File: src/rtl/multiplier_request_sequencer_pkg.sv
// Shared constants and FSM state encoding for the multiplier request sequencer.
package multiplier_request_sequencer_pkg;

    localparam int EXTENDED_SINGLE = 64;
    localparam int MULT_LATENCY    = 5;

    typedef enum logic [1:0] {
        MSEQ_IDLE  = 2'd0,
        MSEQ_ISSUE = 2'd1,
        MSEQ_DRAIN = 2'd2,
        MSEQ_DONE  = 2'd3
    } mseq_state_t;

endpackage

File: src/rtl/mult_seq_tracker.sv
// Outstanding/completion bookkeeping for the multiplier sequencer, plus the
// optional DRAIN watchdog enabled by MULT_SEQ_TIMEOUT_EN.
module mult_seq_tracker
    import multiplier_request_sequencer_pkg::*;
#(
    parameter int MUL_LATENCY = MULT_LATENCY,
    parameter int CNT_W       = 4
) (
    input  logic             clk,
    input  logic             rst,
    input  logic             clear,
    input  logic             issue,
    input  logic             mul_done,
`ifdef MULT_SEQ_TIMEOUT_EN
    input  logic             in_drain,
    output logic             timeout,
`endif
    output logic [CNT_W-1:0] comp_cnt,
    output logic             done_ok,
    output logic             done_err
);

    logic [CNT_W-1:0] outstanding;
    logic [CNT_W-1:0] outstanding_nxt;

    // A done with nothing in flight is a protocol error and is never written back.
    assign done_ok  = mul_done && (outstanding != '0);
    assign done_err = mul_done && (outstanding == '0);

    // NOTE: every always_comb output gets a default first so no latch is inferred.
    always_comb begin
        outstanding_nxt = outstanding;
        if (issue && !done_ok)
            outstanding_nxt = outstanding + 1'b1;
        else if (done_ok && !issue)
            outstanding_nxt = outstanding - 1'b1;
`ifdef MULT_SEQ_TIMEOUT_EN
        if (timeout)
            outstanding_nxt = '0;
`endif
    end

    always_ff @(posedge clk or negedge rst) begin
        if (!rst) begin
            outstanding <= '0;
            comp_cnt    <= '0;
        end else begin
            outstanding <= outstanding_nxt;
            if (clear)
                comp_cnt <= '0;
            else if (done_ok)
                comp_cnt <= comp_cnt + 1'b1;
        end
    end

`ifdef MULT_SEQ_TIMEOUT_EN
    localparam int WD_LIMIT = MUL_LATENCY + 4;
    localparam int WD_W     = $clog2(WD_LIMIT + 1);

    logic [WD_W-1:0] wd_cnt;

    // wd_cnt holds the idle DRAIN cycles seen before this one.
    assign timeout = in_drain && !mul_done && (wd_cnt == WD_W'(WD_LIMIT - 1));

    always_ff @(posedge clk or negedge rst) begin
        if (!rst)
            wd_cnt <= '0;
        else if (!in_drain || mul_done)
            wd_cnt <= '0;
        else
            wd_cnt <= wd_cnt + 1'b1;
    end
`endif

endmodule

File: src/rtl/multiplier_request_sequencer.sv
// Issues operand pairs to the pipelined multiplier and writes products back in order.
// Optional DRAIN watchdog: define MULT_SEQ_TIMEOUT_EN.
module multiplier_request_sequencer
    import multiplier_request_sequencer_pkg::*;
#(
    parameter int DATA_W      = EXTENDED_SINGLE,
    parameter int MUL_LATENCY = MULT_LATENCY,
    parameter int DEPTH       = 8,
    parameter int CNT_W       = 4
) (
    input  logic              clk,
    input  logic              rst,
    input  logic              start,
    input  logic [CNT_W-1:0]  len,
    output logic [CNT_W-1:0]  op_rd_addr,
    input  logic [DATA_W-1:0] op_x,
    input  logic [DATA_W-1:0] op_y,
    output logic              mul_sta,
    output logic [DATA_W-1:0] mul_x,
    output logic [DATA_W-1:0] mul_y,
    input  logic [DATA_W-1:0] mul_xy,
    input  logic              mul_done,
    output logic              res_we,
    output logic [CNT_W-1:0]  res_addr,
    output logic [DATA_W-1:0] res_data,
    output logic              busy,
    output logic              done,
    output logic              err
);

    localparam logic [CNT_W-1:0] DEPTH_C = CNT_W'(DEPTH);

    mseq_state_t      state;
    logic [CNT_W-1:0] len_q;
    logic             rd_valid;
    logic             accept;
    logic [CNT_W-1:0] comp_cnt;
    logic             done_ok;
    logic             done_err;
    logic             timeout;

    assign accept = (state == MSEQ_IDLE) && start;

    mult_seq_tracker #(
        .MUL_LATENCY (MUL_LATENCY),
        .CNT_W       (CNT_W)
    ) u_tracker (
        .clk      (clk),
        .rst      (rst),
        .clear    (accept),
        .issue    (mul_sta),
        .mul_done (mul_done),
`ifdef MULT_SEQ_TIMEOUT_EN
        .in_drain (state == MSEQ_DRAIN),
        .timeout  (timeout),
`endif
        .comp_cnt (comp_cnt),
        .done_ok  (done_ok),
        .done_err (done_err)
    );

`ifndef MULT_SEQ_TIMEOUT_EN
    assign timeout = 1'b0;
`endif

    // NOTE: state is assigned with <= only, so every reader sees the pre-edge value.
    always_ff @(posedge clk or negedge rst) begin
        if (!rst) begin
            // NOTE: the datapath registers are reset too because they are visible outputs.
            state      <= MSEQ_IDLE;
            len_q      <= '0;
            op_rd_addr <= '0;
            rd_valid   <= 1'b0;
            mul_sta    <= 1'b0;
            mul_x      <= '0;
            mul_y      <= '0;
            res_we     <= 1'b0;
            res_addr   <= '0;
            res_data   <= '0;
            busy       <= 1'b0;
            done       <= 1'b0;
            err        <= 1'b0;
        end else begin
            done     <= 1'b0;
            rd_valid <= 1'b0;
            case (state)
                MSEQ_IDLE: begin
                    if (start) begin
                        len_q      <= (len > DEPTH_C) ? DEPTH_C : len;
                        op_rd_addr <= '0;
                        if (len == '0) begin
                            state <= MSEQ_DONE;
                            done  <= 1'b1;
                        end else begin
                            state <= MSEQ_ISSUE;
                            busy  <= 1'b1;
                        end
                    end
                end
                MSEQ_ISSUE: begin
                    rd_valid <= 1'b1;
                    if (op_rd_addr == len_q - 1'b1)
                        state <= MSEQ_DRAIN;
                    else
                        op_rd_addr <= op_rd_addr + 1'b1;
                end
                MSEQ_DRAIN: begin
                    if (comp_cnt == len_q || timeout) begin
                        state      <= MSEQ_DONE;
                        done       <= 1'b1;
                        busy       <= 1'b0;
                        op_rd_addr <= '0;
                    end
                end
                MSEQ_DONE: state <= MSEQ_IDLE;
                default:   state <= MSEQ_IDLE;
            endcase

            // Operands arrive one cycle after their address, so the request trails rd_valid.
            mul_sta <= rd_valid;
            if (rd_valid) begin
                mul_x <= op_x;
                mul_y <= op_y;
            end

            res_we <= done_ok;
            if (done_ok) begin
                res_addr <= comp_cnt;
                res_data <= mul_xy;
            end

            err <= accept ? (len > DEPTH_C) : (err | done_err | timeout);
        end
    end

endmodule

File: config.mk
export PLATFORM = sky130hd
export DESIGN_NAME = multiplier_request_sequencer
export DESIGN_NICKNAME = d
export VERILOG_FILES = /design/src/rtl/multiplier_request_sequencer_pkg.sv /design/src/rtl/mult_seq_tracker.sv /design/src/rtl/multiplier_request_sequencer.sv
export SDC_FILE = /design/constraint.sdc
export NUM_CORES = 1
export LEC_CHECK = 0
export CORE_AREA = 10 10 181 183
export CTS_CLUSTER_DIAMETER = 200
export DETAILED_ROUTE_END_ITERATION = 7
export DIE_AREA = 0 0 191 193
export DONT_BUFFER_PORTS = 1
export PLACE_DENSITY = 0.5
export REMOVE_ABC_BUFFERS = 1
export SYNTH_ARGS = -nofsm -noshare
export SYNTH_HDL_FRONTEND = slang
export SYNTH_SLANG_ARGS = --single-unit
export TNS_END_PERCENT = 5
File: constraint.sdc
create_clock -name clk -period 3.3 [get_ports clk]
set_input_delay 0.66 -clock clk [delete_from_list [all_inputs] [get_ports clk]]
set_output_delay 0.66 -clock clk [all_outputs]
set_load 0.005 [all_outputs]
* Word-level counts from Yosys, hierarchy flattened
Index checks and enable logic that the tools add are counted.
** Operators by class
- Add/sub/neg operators :: 5
- $lt $le $gt $ge :: 1
- Equality and inequality tests :: 10
- Muxes and demuxes :: 24
- Bitwise logic cells :: 1
- Reduce and logical (&&, ||, !) cells :: 19
** Operators by type and width (number)
- 4-bit 2-to-1 mux :: 8
- 4-bit by 1-bit adder with 4-bit output (second input constant) :: 3
- 4-bit one-hot mux with 3 select lines :: 1
- 2-bit != test (second input constant) :: 5
- 4-bit equality test :: 2
- 4-bit zero test :: 2
- 1-bit 2-to-1 mux :: 8
- 2-bit 2-to-1 mux :: 4
- 2-bit one-hot mux with 4 select lines :: 1
- 4-bit AND reduction :: 2
- 4-bit by 1-bit subtractor with 4-bit output (second input constant) :: 2
- 2-bit nonzero test :: 3
- 1-bit logical AND :: 5
- 2-bit equality test (second input constant) :: 2
- 4-bit greater-than comparator (second input constant) :: 1
- 1-bit one-hot mux with 2 select lines :: 2
- 4-bit nonzero test :: 1
- 3-bit AND reduction :: 1
- 3-bit nonzero test :: 1
- 2-bit by 1-bit equality test with 1-bit output (second input constant) :: 1
- 1-bit zero test :: 2
- 2-bit zero test :: 1
- 2-bit AND reduction :: 1
- 1-bit bitwise OR :: 1
** Storage, ports and cells
- Register bits after elaboration :: 220
- Input port bits :: 200
- Output and inout bits :: 205
- Logic and storage cells :: 75

* Depth between registers and ports, before layout
Gate-level depths: netlist of the first run.
- Word-level depth :: 5
- Gate-level depth with buffers :: 12
- Mapped depth without buffers :: 10

* Cells and area by module
From an unflattened synthesis of the first run, not the netlist that was laid out.
** Unflattened totals
- Cell total of the unflattened synthesis :: 556
- Area, all modules :: 8684.6 um^2
** By module, submodules not included
- multiplier_request_sequencer :: instances 1, cells each 507, area each 8170.3 um^2, seq. area each 5305.1 um^2
- mult_seq_tracker :: instances 1, cells each 49, area each 514.2 um^2, seq. area each 200.2 um^2

* Least setup slack after synthesis of the first run
No wires, ideal clock.
- Kind :: register -> register
- Start :: register u_tracker.outstanding[0]
- End :: register u_tracker.outstanding[3]
- Data arrival time :: 2451 ps
- Setup slack :: 724 ps
- Cell stages (with the launch flop) :: 13
- Buffers on the path :: 2
- Cell sequence :: dfrtp_1 -> nor4_1 -> nand2b_1 -> buf_2 -> clkbuf_1 -> ha_1 -> inv_1 -> ha_1 -> a21o_1 -> a21oi_1 -> xnor2_1 -> nor2_1 -> xor2_1
** Between the ends
- Cells in the longest elaborated chain, start to end :: 5
- Elaborated cells between the ends (all ways) :: 10
- Those cells by class :: add/sub (2); mux (2); reduce/logical (6)
** RTL lines
- start, declared :: RTL line mult_seq_tracker.sv:23 : logic [CNT_W-1:0] outstanding;
- start signal, assigned :: RTL line mult_seq_tracker.sv:48 : outstanding <= outstanding_nxt;
- parallel branches: the longest is 5 deep, another holds 4-bit by 1-bit subtractor with 4-bit output
Parallel ways; which one is timed is not known. The select of a mux whose other input is x is not followed.
A chain may end at the register's enable or synchronous reset.

* Final worst setup path of the first run
Ends and elaborated chain as after synthesis.

==> key figures, run 1 <==
Clock tree
  – # resized after CTS: 0
  – CTS tree: done
  – Cts bufs inserted: 23
  – Latest clock arrival within the worst-skew pair: 0.49 ns
  – CTS clk-pin slew, worst paths: 0.06 ns
  – H-tree levels: 1
  – Longest Clk Path Bufs: 3
  – Post-CTS Setup Bufs: 0
  – Clk root buf: clkbuf_16
  – CTS sink count: 220

STA
  – Worst Max-Slew Pin Slew: 0.773 ns
  – Final setup TNS: 0 ns
  – Max-slew violation count: 0
  – Min setup slack post-route: 0.995 ns
  – Final setup fails: 0
  – Rel. slew slack: 48.5%
  – WHS: -0.142 ns
  – Fmax: 434 MHz
  – Clock Skew: 0.00629 ns
  – Final period util: 69.8%
  – Fin crit period: 2.31 ns
  – RSZ-0062 raised after global routing: no
  – Fin. Hold Viols: 220

GRT
  – GR Overflow Total: 0
  – Initial antenna violation count: 1
  – Largest net degree at the start of global routing: 221
  – Vias in the first global route: 5419
  – Total GRT Usage: 11.7%
  – First-pass GRT wire length: 34100 µm

Pwr
  – Worst vdd rail ir drop: 0.395 mV
  – Pwr dens: 1000 nW/µm²
  – Leakage power: 4.45 nW
  – Total Power: 9.77 mW

Drt
  – First-pass iteration count of the detailed router: 5
  – DRT iter0 DRCs: 194
  – Final ANT Viol Nets: 0
  – Wire per inst: 21.5 µm
  – Post-Route WL: 23500 µm
  – Detailed-route via count: 5002
  – Vias per cell: 4.58
  – Drt drc: 0

Yosys
  – Post-synthesis simple-gate area fraction: 11.7%
  – Synth Area in XOR/XNOR: 1.73%
  – Mean Syn Cell Area: 12.5 µm²
  – Ys async rst share: 100%
  – Post-Synth Adder-Cell Area: 1.69%
  – Predominant post-synthesis flop cell: dfrtp_1
  – Cells after synthesis: 687
  – Distinct cells, synth: 39
  – Register bit total from synthesis: 220
  – Number of synthesized flops with an enable pin: 0
  – Syn. warnings: 0
  – Synth Area in Compound Gates: 2.08%
  – Post-synthesis mux area share: 17.1%
  – Main combinational cell family by area after synthesis: multiplexers
  – Mapped cell area: 8600 µm²
  – Sequential fraction of the synthesis area: 64.0%

Floorplan
  – DIE AREA: 36900 µm²
  – Row count: 63
  – Die Y: 193 µm
  – Starting Density: 29.4%
  – Die X-Extent: 191 µm
  – Io pins: 405
  – Core ar.: 29200 µm²

Placed design
  – Post-DP Area: 9040 µm²
  – DP Worst Slack: 0.975 ns
  – DP Cell Count: 1053
  – Buffers on Ports: 0
  – Post-DP HPWL: 17700 µm
  – RePlAce Congestion: 0.718

Outcome
  – Status: finished with violations
  – Failing checks: hold timing

Finish
  – Fin area: 9730 µm²
  – Final Util: 33.3%
  – Post-Layout Cell Count: 1091
  – NumNets Final: 899
  – Layout cells sized above 1: 25.0%
  – Area delta synth->final: 13.2%

Worst setup path
  – Startpoint type of the worst setup path: register
  – Critical path type: reg2reg
  – Register-to-Register Path Depth: 10
  – Critical-path maximum fanout: 4
  – Worst flop-to-flop path startpoint: u_tracker.outstanding[0]
  – CP Data Arrival Time: 2.69 ns
  – WP data required: 3.68 ns
  – R2r setup slk: 0.99 ns
  – Critical R2R Capture: u_tracker.outstanding[3]
  – Crit end category: register

Run
  – Maxcap violations: 0

Min path
  – Min-delay worst type: in2async
==> routing by layer <==
metal	track usage (%)	up-vias	routed length (µm)
met5	0	-	0
met4	3.33	0	433
met3	6.38	35	3470
met2	19.3	299	11100
met1	12.9	2394	8440
li1	-	2274	-
==> worst max-delay path, stage by stage, from the launching register on <==
cell      delay [ns]
dfrtp_1         0.44
nor4_1          0.33
nand2b_2        0.21
ha_1            0.19
inv_1           0.09
ha_1            0.28
a21o_1          0.15
a21oi_1         0.17
xnor2_1         0.13
nor2_1          0.06
xor2_1          0.14
==> where the power goes <==
part	internal [mW]	switching [mW]
Clock	1.41	0.997
Sequential	3.87	1.19
Combinational	1.32	0.977
Total	6.61	3.16
==> cells in the mapped netlist (3+ instances only) <==
cell,instances,area share (%)
xor2_1,11,1.1
ha_1,10,1.5
nor4_1,3,0.22
buf_1,3,0.13
a21oi_1,4,0.23
xnor2_1,6,0.61
nand2_1,224,9.8
a21o_1,3,0.26
nor2_1,4,0.17
mux2_2,129,17
nand3b_1,4,0.35
dfrtp_1,220,64
clkbuf_1,27,1.2
o21ai_0,3,0.17
inv_1,6,0.26
==> final cells by class <==
| cell class | count | area, µm² |
|---|---|---|
| fillers | 2892 | 19500 |
| flip-flops and latches | 220 | 5510 |
| multi-input cells | 429 | 2950 |
| clock buffers | 31 | 636 |
| well taps | 390 | 488 |
| repair buffers | 7 | 65.1 |
| clock inverters | 6 | 55.1 |
| inverters | 7 | 26.3 |
| diodes | 1 | 2.50 |
==> kinds of logic (layout without fill, tap and decap cells) <==
family	count (synthesis)	in the layout
fa+ha+maj	11	11
buf+inv	38	51
simple gates	248	248
compound gates	22	22
flops	220	220
mux	131	131
xor+xnor	17	17
other cells	0	1
==> worst max path at each step <==
| stage | startpoint | end | slack [ns] | depth (start not counted) |
|---|---|---|---|---|
| after global routing | u_tracker.outstanding[1] | u_tracker.outstanding[3] | 0.78 | 10 |
| after detailed placement | u_tracker.outstanding[0] | u_tracker.outstanding[3] | 0.97 | 10 |
| after CTS | u_tracker.outstanding[0] | u_tracker.outstanding[3] | 0.97 | 10 |
| final | u_tracker.outstanding[0] | u_tracker.outstanding[3] | 0.99 | 10 |
| after global placement | u_tracker.outstanding[0] | u_tracker.outstanding[3] | 1.00 | 10 |
| after floorplan | u_tracker.outstanding[0] | u_tracker.outstanding[3] | -0.22 | 10 |
==> state kept, by name, summed over array words and instances (netlist names) <==
register,cells
res_data,64
err,1
mul_sta,1
mul_x,64
rd_valid,1
state,2
done,1
res_we,1
u_tracker.outstanding,4
mul_y,64
len_q,4
u_tracker.comp_cnt,4
res_addr,4
busy,1
op_rd_addr,4
==> placed cells by master (no fill, tap or decap), drive strengths merged, types with 3 or more instances in the layout <==
cell,n
nand2,224
dfrtp,220
mux2,129
clkbuf,31
xor2,11
ha,10
inv,7
buf,7
xnor2,6
clkinv,5
nand3b,5
a21oi,4
nor2,4
nor4,3
a21o,3
o21ai,3
Power figures use the tool's default switching activity.
==> run 2, diff against run 1 <==
==> constraint.sdc (replaced) <==
create_clock -name clk -period 2.3 [get_ports clk]
set_input_delay 0.46 -clock clk [delete_from_list [all_inputs] [get_ports clk]]
set_output_delay 0.46 -clock clk [all_outputs]
set_load 0.005 [all_outputs]
==> run 2 against run 1 <==
Net effect:
- routed wire length is 0.15% higher
- highest routed layer unchanged
- register-to-register slack worse by 0.88 ns
- the flow still finishes with violations (hold timing)
- sequential power rose by 41%
- clock power increased by 70%
- maximum frequency rose by 5.3%
- largest power group unchanged
- critical path type unchanged
- cell count is 1.0% higher
- worst setup slack lost 0.88 ns
- first-iteration DRC count is 32% higher
- cell area rose by 2.3%
==> key figures, run 2 (synthesis results as in run 1) <==
Clock tree
  – Cts bufs inserted: 24 (+4.3%)
  – Latest clock arrival within the worst-skew pair: 0.51 ns (+0.02 ns)
  – Longest Clk Path Bufs: 3 (unchanged)
  – CTS sink count: 220 (unchanged)
  – H-tree levels: 1 (unchanged)
  – Clk root buf: clkbuf_16
  – CTS clk-pin slew, worst paths: 0.06 ns (about the same)
  – CTS tree: done

Pwr
  – Clock network fraction of total power: 27.8% (+3.1 points)
  – Pwr dens: 1480 nW/µm² (+47%)
  – Logic pwr share: 23.7% (+0.2 points)
  – Internal Power: 10.1 mW (+52%)
  – NetSw: 4.66 mW (+47%)
  – Switching Fraction: 31.6% (-0.75 points)
  – Total Power: 14.7 mW (+51%)
  – Worst vdd rail ir drop: 0.473 mV (+20%)
  – Sequential power share: 48.5% (-3.3 points)
  – Leakage power: 4.55 nW (+2.2%)

Outcome
  – Failing checks: hold timing
  – Status: finished with violations

Finish
  – Multi-input gate area: 2970 µm² (+0.59%)
  – Most frequent cells in the layout: nand2_1, dfrtp_1, mux2_2, clkbuf_16, xor2_1
  – NumNets Final: 904 (+0.56%)
  – Layout cells sized above 1: 26.6% (+1.6 points)
  – Fillers: 2892 (unchanged)
  – Fin area: 9960 µm² (+2.3%)
  – Most common cell after layout, fill and taps aside: nand2_1
  – FF/Latch Area: 5510 µm² (unchanged)
  – Area delta synth->final: 15.8%
  – Largest regs: mul_x x64, mul_y x64, res_data x64

Floorplan
  – Die X-Extent: 191 µm (unchanged)
  – DIE AREA: 36900 µm² (unchanged)
  – Core ar.: 29200 µm² (unchanged)
  – Io pins: 405 (unchanged)
  – Die Y: 193 µm (unchanged)
  – Row count: 63 (unchanged)
  – Starting Density: 29.4% (unchanged)

Worst setup path
  – Highest-delay cell along the critical path: dfrtp_1
  – CP peak stage delay: 0.38 ns (-0.06 ns)
  – Worst flop-to-flop path startpoint: u_tracker.outstanding[0]
  – WP data required: 2.69 ns (-0.99 ns)
  – R2r setup slk: 0.11 ns (-0.88 ns)
  – Critical-path maximum fanout: 3 (-1)
  – Critical R2R Capture: u_tracker.outstanding[3]
  – Register-to-Register Path Depth: 10 (unchanged)
  – CP Data Arrival Time: 2.58 ns (-0.11 ns)
  – Critical path type: reg2reg
  – Crit-path cells: nor4_2 -> nand2b_4 -> ha_2 -> inv_1 -> ha_1 -> a21o_1 -> a21oi_2 -> xnor2_1 -> nor2_1 -> xor2_1
  – Crit end category: register
  – Startpoint type of the worst setup path: register

Drt
  – Wire per inst: 21.3 µm (-0.85%)
  – First-pass iteration count of the detailed router: 4 (-1)
  – Drt drc: 0 (unchanged)
  – Final ANT Viol Nets: 0 (unchanged)
  – Vias per cell: 4.60 (+0.37%)
  – DRT iter0 DRCs: 257 (+32%)
  – Post-Route WL: 23500 µm (+0.15%)
  – Detailed-route via count: 5071 (+1.4%)

Placed design
  – RePlAce Congestion: 0.734 (+2.3%)
  – Post-DP Area: 9070 µm² (+0.39%)
  – Buffers on Ports: 0 (unchanged)
  – Post-DP HPWL: 17700 µm (-0.48%)

GRT
  – Initial antenna violation count: 1 (unchanged)
  – Total GRT Usage: 11.8% (+0.022 points)
  – First-pass GRT wire length: 34400 µm (+0.75%)
  – Largest net degree at the start of global routing: 221 (unchanged)
  – GR Overflow Total: 0 (unchanged)
  – Vias in the first global route: 5436 (+0.31%)

STA
  – Final setup fails: 0 (unchanged)
  – Fin. Hold Viols: 220 (unchanged)
  – Worst Max-Slew Pin Slew: 0.754 ns (-0.0192 ns)
  – Fmax: 457 MHz (+5.3%)
  – Fin crit period: 2.19 ns (-0.115 ns)
  – Rel. slew slack: 49.8% (+1.3 points)
  – Max-slew violation count: 0 (unchanged)
  – Final setup TNS: 0 ns (unchanged)
  – Clock Skew: 0.00516 ns (-0.00113 ns)
  – Final period util: 95.2% (+25 points)
  – WHS: -0.354 ns (-0.212 ns)

Min path
  – Min-delay worst type: in2async

Run
  – Maxcap violations: 0 (unchanged)
## run 2: cell types whose count changed in the layout (fill, tap and decap cells not counted), sizes merged
cell / before / now
clkbuf: 31 / 34
bufinv: 1 / 4
clkinvlp: 0 / 1
buf: 7 / 11
clkinv: 5 / 4
inv: 7 / 8
## run 2: metrics by stage
stage | worst slack (ns) | hold slack (ns) | utilization, % | std cells
global placement | 0.0766 | 0.172 | 31.0 | 1056
global route | -0.0432 | -0.389 | 34.0 | 1101
floorplan | -1.22 | 0.164 | - | 656
finish | 0.110 | -0.354 | 34.0 | 1102
CTS | 0.0625 | -0.387 | 34.0 | 1100
detailed placement | 0.0600 | 0.172 | 31.0 | 1056
## run 2: how the worst max path moves through the flow
| stage | from | end | slack, ns |
|---|---|---|---|
| after floorplan | u_tracker.outstanding[0] | u_tracker.outstanding[3] | -1.22 |
| after global placement | u_tracker.outstanding[1] | u_tracker.outstanding[3] | 0.08 |
| after detailed placement | u_tracker.outstanding[1] | u_tracker.outstanding[3] | 0.06 |
| after CTS | u_tracker.outstanding[1] | u_tracker.outstanding[3] | 0.06 |
| after global routing | u_tracker.outstanding[0] | u_tracker.outstanding[3] | -0.04 |
| final | u_tracker.outstanding[0] | u_tracker.outstanding[3] | 0.11 |
## run 2: timing repair
action                                 in CTS  in global routing
resized for setup                           0                  4
setup endpoints to repair                   0                  1
setup buffers                               0                  1
endpoints found under the hold margin     220                220
## run 2: per-layer routing
metal / vias up / global-route usage (%) / part of all wire [%]
met5: - / 0 / 0
met4: 0 / 3.12 / 1.6
met3: 27 / 6.33 / 14
met2: 300 / 19.1 / 48
met1: 2465 / 13.2 / 36
li1: 2279 / - / -
## run 2: power by group through the flow
stage	Sequential, mW	Combinational (mW)	Clock (mW)
finish	7.15	3.48	4.09
global route	7.43	3.93	4.43
floorplan	6.83	2.78	0
detailed placement	7.29	3.53	0
global placement	7.33	3.41	0
CTS	7.24	3.52	4.27
## run 2: layout make-up
| class | instances | area share [%] |
|---|---|---|
| timing repair buffer | 11 | 1.08 |
| clock buffer | 34 | 7.02 |
| antenna | 1 | 0.0251 |
| sequential | 220 | 55.3 |
| clock inverter | 10 | 1.57 |
| inverter | 7 | 0.264 |
| tap | 390 | 4.90 |
| multi-input combinational | 429 | 29.8 |
## run 2: critical path: cells and delay by family (launching register included)
family                   cells  cell delay [ns]
buffers and inverters        1             0.09
AND/OR/NAND/NOR              3             0.56
adder cells (fa/ha/maj)      2             0.46
XOR/XNOR                     2             0.27
flip-flops                   1             0.38
AO/OA/AOI/OAI                2             0.32
